$ cat src/rtl/pipe_skid_reg.sv
// pipe_skid_reg: two-entry pipeline stage (main + skid) with a valid/ready
// handshake on both sides, synchronous flush and a saturating stall counter.
// Build option: define PIPE_FLUSH_KEEP_PC_EN so that a flush loads in_pc into out_pc
// (the bubble carries a PC). Without the macro, a flush clears out_pc to 0.
module pipe_skid_reg #(
   parameter int unsigned DATA_W = 160,
   parameter int unsigned CNT_W  = 16
) (
   input  logic              clk,
   input  logic              rst,
   input  logic              flush,
   input  logic              in_valid,
   output logic              in_ready,
   input  logic [31:0]       in_pc,
   input  logic [DATA_W-1:0] in_data,
   output logic              out_valid,
   input  logic              out_ready,
   output logic [31:0]       out_pc,
   output logic [DATA_W-1:0] out_data,
   output logic [CNT_W-1:0]  stall_cnt
);

   localparam logic [CNT_W-1:0] CNT_MAX = '1;

   typedef enum logic [1:0] {
      EMPTY = 2'd0,
      ONE   = 2'd1,
      TWO   = 2'd2
   } state_t;

   state_t              state;
   logic [31:0]         skid_pc;
   logic [DATA_W-1:0]   skid_data;
   logic                ih;
   logic                oh;

   // The stage accepts input unless both entries are occupied.
   assign in_ready = (state != TWO);
   assign ih       = in_valid & in_ready;
   assign oh       = out_valid & out_ready;

   // Entry FSM: main entry drives the outputs, skid absorbs one extra beat.
   always_ff @(posedge clk) begin
      if (rst) begin
         state     <= EMPTY;
         out_valid <= 1'b0;
         out_pc    <= 32'd0;
         out_data  <= '0;
         skid_pc   <= 32'd0;
         skid_data <= '0;
      end else if (flush) begin
         state     <= EMPTY;
         out_valid <= 1'b0;
         out_data  <= '0;
`ifdef PIPE_FLUSH_KEEP_PC_EN
         out_pc    <= in_pc;
`else
         out_pc    <= 32'd0;
`endif
      end else begin
         unique case (state)
            EMPTY: begin
               if (ih) begin
                  state     <= ONE;
                  out_valid <= 1'b1;
                  out_pc    <= in_pc;
                  out_data  <= in_data;
               end
            end
            ONE: begin
               if (ih && oh) begin
                  out_pc    <= in_pc;
                  out_data  <= in_data;
               end else if (ih) begin
                  state     <= TWO;
                  skid_pc   <= in_pc;
                  skid_data <= in_data;
               end else if (oh) begin
                  // Outputs keep their last values while empty.
                  state     <= EMPTY;
                  out_valid <= 1'b0;
               end
            end
            TWO: begin
               if (oh) begin
                  state     <= ONE;
                  out_pc    <= skid_pc;
                  out_data  <= skid_data;
               end
            end
            default: begin
               state     <= EMPTY;
               out_valid <= 1'b0;
            end
         endcase
      end
   end

   // Saturating count of cycles where a valid output is back-pressured.
   always_ff @(posedge clk) begin
      if (rst) begin
         stall_cnt <= '0;
      end else if (out_valid && !out_ready && (stall_cnt != CNT_MAX)) begin
         stall_cnt <= stall_cnt + CNT_W'(1);
      end
   end

endmodule

$ cat config.mk
export PLATFORM = sky130hd
export DESIGN_NAME = pipe_skid_reg
export DESIGN_NICKNAME = d
export VERILOG_FILES = /design/src/rtl/pipe_skid_reg.sv
export SDC_FILE = /design/constraint.sdc
export NUM_CORES = 1
export LEC_CHECK = 0
export ABC_AREA = 1
export CAP_MARGIN = 30
export CORE_ASPECT_RATIO = 0.6
export CORE_MARGIN = 4
export CORE_UTILIZATION = 23
export DETAILED_ROUTE_END_ITERATION = 8
export HOLD_SLACK_MARGIN = 0.15
export PLACE_DENSITY = 0.4
export SETUP_SLACK_MARGIN = 0.05
export SLEW_MARGIN = 20
export SYNTH_ARGS = -nofsm -noshare
export SYNTH_HDL_FRONTEND = slang
export SYNTH_SLANG_ARGS = --single-unit
$ cat constraint.sdc
create_clock -name clk -period 2.5 [get_ports clk]
set_clock_uncertainty 0.15 [all_clocks]
set_input_delay 0.75 -clock clk [delete_from_list [all_inputs] [get_ports clk]]
set_output_delay 0.75 -clock clk [all_outputs]
set_load 0.01 [all_outputs]
==> flow_metrics.env <==
export IMPL_yosys_warnings=0
export IMPL_clockBufferDepth=3
export IMPL_layout_setup_ws_ns=0.0950
export IMPL_drive_above_1_share_pct=7.74
export IMPL_grt_max_degree=159
export IMPL_pwr_density_cell_nw_per_um2=658
export IMPL_grt_overflow=0
export IMPL_nFillCells=7687
export IMPL_synth_distinct_cells=28
export IMPL_drc_errors=0
export IMPL_synth_nets=2559
export IMPL_synth_seq_cells=403
export IMPL_syn_area_per_cell_um2=7.09
export IMPL_ys_seq_area_share_pct=48.2
export IMPL_cts_made_buffers=44
export IMPL_r2r_slack_ns=0.35
export IMPL_critical_path_buf_inv_count=1
export IMPL_outcome="finished, final reports clean"
export IMPL_vias=16600
export IMPL_wl_per_cell_um=17.2
export IMPL_dp_hpwl_um=42800
export IMPL_period_share_pct=96.2
export IMPL_grt_use_met2_pct=23.5
export IMPL_drv_cap=0
export IMPL_worst_ep_arrival_time_ns=1.50
export IMPL_chipWidth_um=356
export IMPL_grt_pass1_vias=15600
export IMPL_grt_pass1_wl_um=97000
export IMPL_via_per_inst=4.46
export IMPL_gr_usage_all_layers_pct=15.9
export IMPL_syn_inst=2361
export IMPL_dp_cells=3646
export IMPL_yosysMostFrequentCell="nor2_1"
export IMPL_busiest_layer="met2"
export IMPL_cpLargestDelayFamily="buffers and inverters"
export IMPL_pre_cts_slack_ns=-0.248
export IMPL_ctsHoldBuffers=0
export IMPL_async_flop_share_pct=0
export IMPL_path_clk_slew_ns=0.06
export IMPL_maxSlewViolCount=0
export IMPL_worstSetupEndpointType="primary output"
export IMPL_die_area_um2=77300
export IMPL_ant_nets=0
export IMPL_startpoint_type="flip-flop"
export IMPL_synthFlopType="dfxtp_1"
export IMPL_syn_to_final_growth_pct=42.1
export IMPL_worstPathMaxFanout=2
export IMPL_critPathRequiredTime_ns=1.60
export IMPL_slowest_stage="clkdlybuf4s50_1"
export IMPL_yosys_top_cells_area="dfxtp_1, nor2_1, o21ai_0, nand2_1, nand3_1"
export IMPL_die_h_um=217
export IMPL_p_leak_nw=10.1
export IMPL_slew_headroom_pct=33.9
export IMPL_use_met3_pct=4.10
export IMPL_instances_no_fill=3729
export IMPL_rsz0062_at_grt="no"
export IMPL_post_synth_top_area_cell="dfxtp_1"
export IMPL_h_tree_depth=2
export IMPL_final_util_pct=33.1
export IMPL_wl_um=64000
export IMPL_core_rowCount=76
export IMPL_synth_top_area_share_pct=48.2
export IMPL_synthTopCellsByCount="nor2_1, dfxtp_1, nand2_1"
export IMPL_worstSetupPathType="flip-flop to primary output"
export IMPL_synth_edf_count=0
export IMPL_gr_usage_met1_pct=23.3
export IMPL_drtIter0Drc=800
export IMPL_cts_root_buf="clkbuf_16"
export IMPL_io_pins=407
export IMPL_final_nets=2916
export IMPL_drt_first_pass_iters=7
export IMPL_port_buffers=406
export IMPL_coreArea_um2=71900
export IMPL_hold_viol_final=0
export IMPL_crit_chain="clkdlybuf4s50_1"
export IMPL_ir_drop_mv=0.381
export IMPL_period_minus_slack_ns=2.40
export IMPL_setup_viol=0
export IMPL_antenna_found_initial=9
export IMPL_syn_area_um2=16700
export IMPL_fmax_mhz=416
export IMPL_start_util_pct=23.3
export IMPL_slowest_delay_ns=0.56
export IMPL_cts_num_sinks=403
export IMPL_gp_congestion=0.781
export IMPL_cts_tree="built"
export IMPL_worstMarginPinSlew_ns=0.992
export IMPL_hp_class="flip-flop to flip-flop"
export IMPL_clk_insertion_delay_late_ns=0.58
## final cells by class
type | count | area [um^2] | share of cell area, %
Sequential cell | 403 | 8090 | 34.0
Multi-Input combinational cell | 1728 | 7630 | 32.1
Timing Repair Buffer | 490 | 5170 | 21.8
Clock buffer | 65 | 1310 | 5.52
Tap cell | 975 | 1220 | 5.13
Inverter | 51 | 206 | 0.868
Clock inverter | 14 | 134 | 0.563
Antenna cell | 3 | 7.51 | 0.0316
## power breakdown
part	internal (mW)	switching (mW)	total (mW)
combinational	1.01	1.12	2.13
clock	3.85	2.84	6.69
sequential	6.68	0.150	6.83
## stage by stage
step	power (mW)	setup TNS, ns	hold WS [ns]	area, um^2
after floorplan	7.94	0	0.275	16700
after global placement	9.17	-39.41	0.282	22300
after detailed placement	9.18	-48.92	0.290	22300
after CTS	16.0	0	0.298	23700
after global routing	16.4	0	0.318	23800
final	15.6	0	0.295	23800
## state kept, by name, indices dropped and copies added, names as in the netlist
| register | count |
|---|---|
| stall_cnt | 16 |
| out_data | 160 |
| skid_pc | 32 |
| out_valid | 1 |
| out_pc | 32 |
| skid_data | 160 |
| state | 2 |
## path summary, 6_finish.rpt
path | depth (start not counted) | end | start
min reg2reg | 2 | skid_pc[3]$_SDFFE_PP0P_ | skid_pc[3]$_SDFFE_PP0P_
max | 1 | out_data[153] | out_data[153]$_SDFFE_PP0P_
min | 2 | skid_pc[3]$_SDFFE_PP0P_ | skid_pc[3]$_SDFFE_PP0P_
max reg2reg | 6 | out_data[39]$_SDFFE_PP0P_ | state[0]$_SDFFE_PP0P_
## timing repair
action	in CTS	in global routing
buffers inserted	0	0
gates cloned	0	0
pin swaps	0	0
gates resized for setup	105	23
endpoints found under the setup margin	92	23
## cells in the final DEF (no fill, tap or decap), types with 46 or more instances in the layout
| master | synthesis | layout |
|---|---|---|
| o21ai_1 | 72 | 72 |
| clkdlybuf4s50_1 | 0 | 292 |
| nand2_1 | 336 | 336 |
| inv_1 | 48 | 47 |
| dlygate4sd2_1 | 0 | 91 |
| dfxtp_1 | 403 | 389 |
| o21ai_0 | 303 | 303 |
| nor2_1 | 736 | 735 |
| nand3_1 | 182 | 181 |
| clkbuf_16 | 0 | 46 |
## cells by family (layout without fill, tap and decap cells)
family | after synthesis | count (layout) | share of synthesized area, %
compound gates | 422 | 422 | 12.7
xor+xnor | 6 | 6 | 0.314
simple gates | 1263 | 1263 | 29.9
other cells | 0 | 3 | 0
buf+inv | 230 | 620 | 6.41
fa+ha+maj | 1 | 1 | 0.0748
mux | 36 | 36 | 2.42
flops | 403 | 403 | 48.2
## metal layers
layer  share of wire, %  routed length (um)
met1                 50               32300
met2                 42               26800
met3                6.1                3910
met4                1.5                 938
met5               0.15                  98
(Power assumes the default switching activity.)
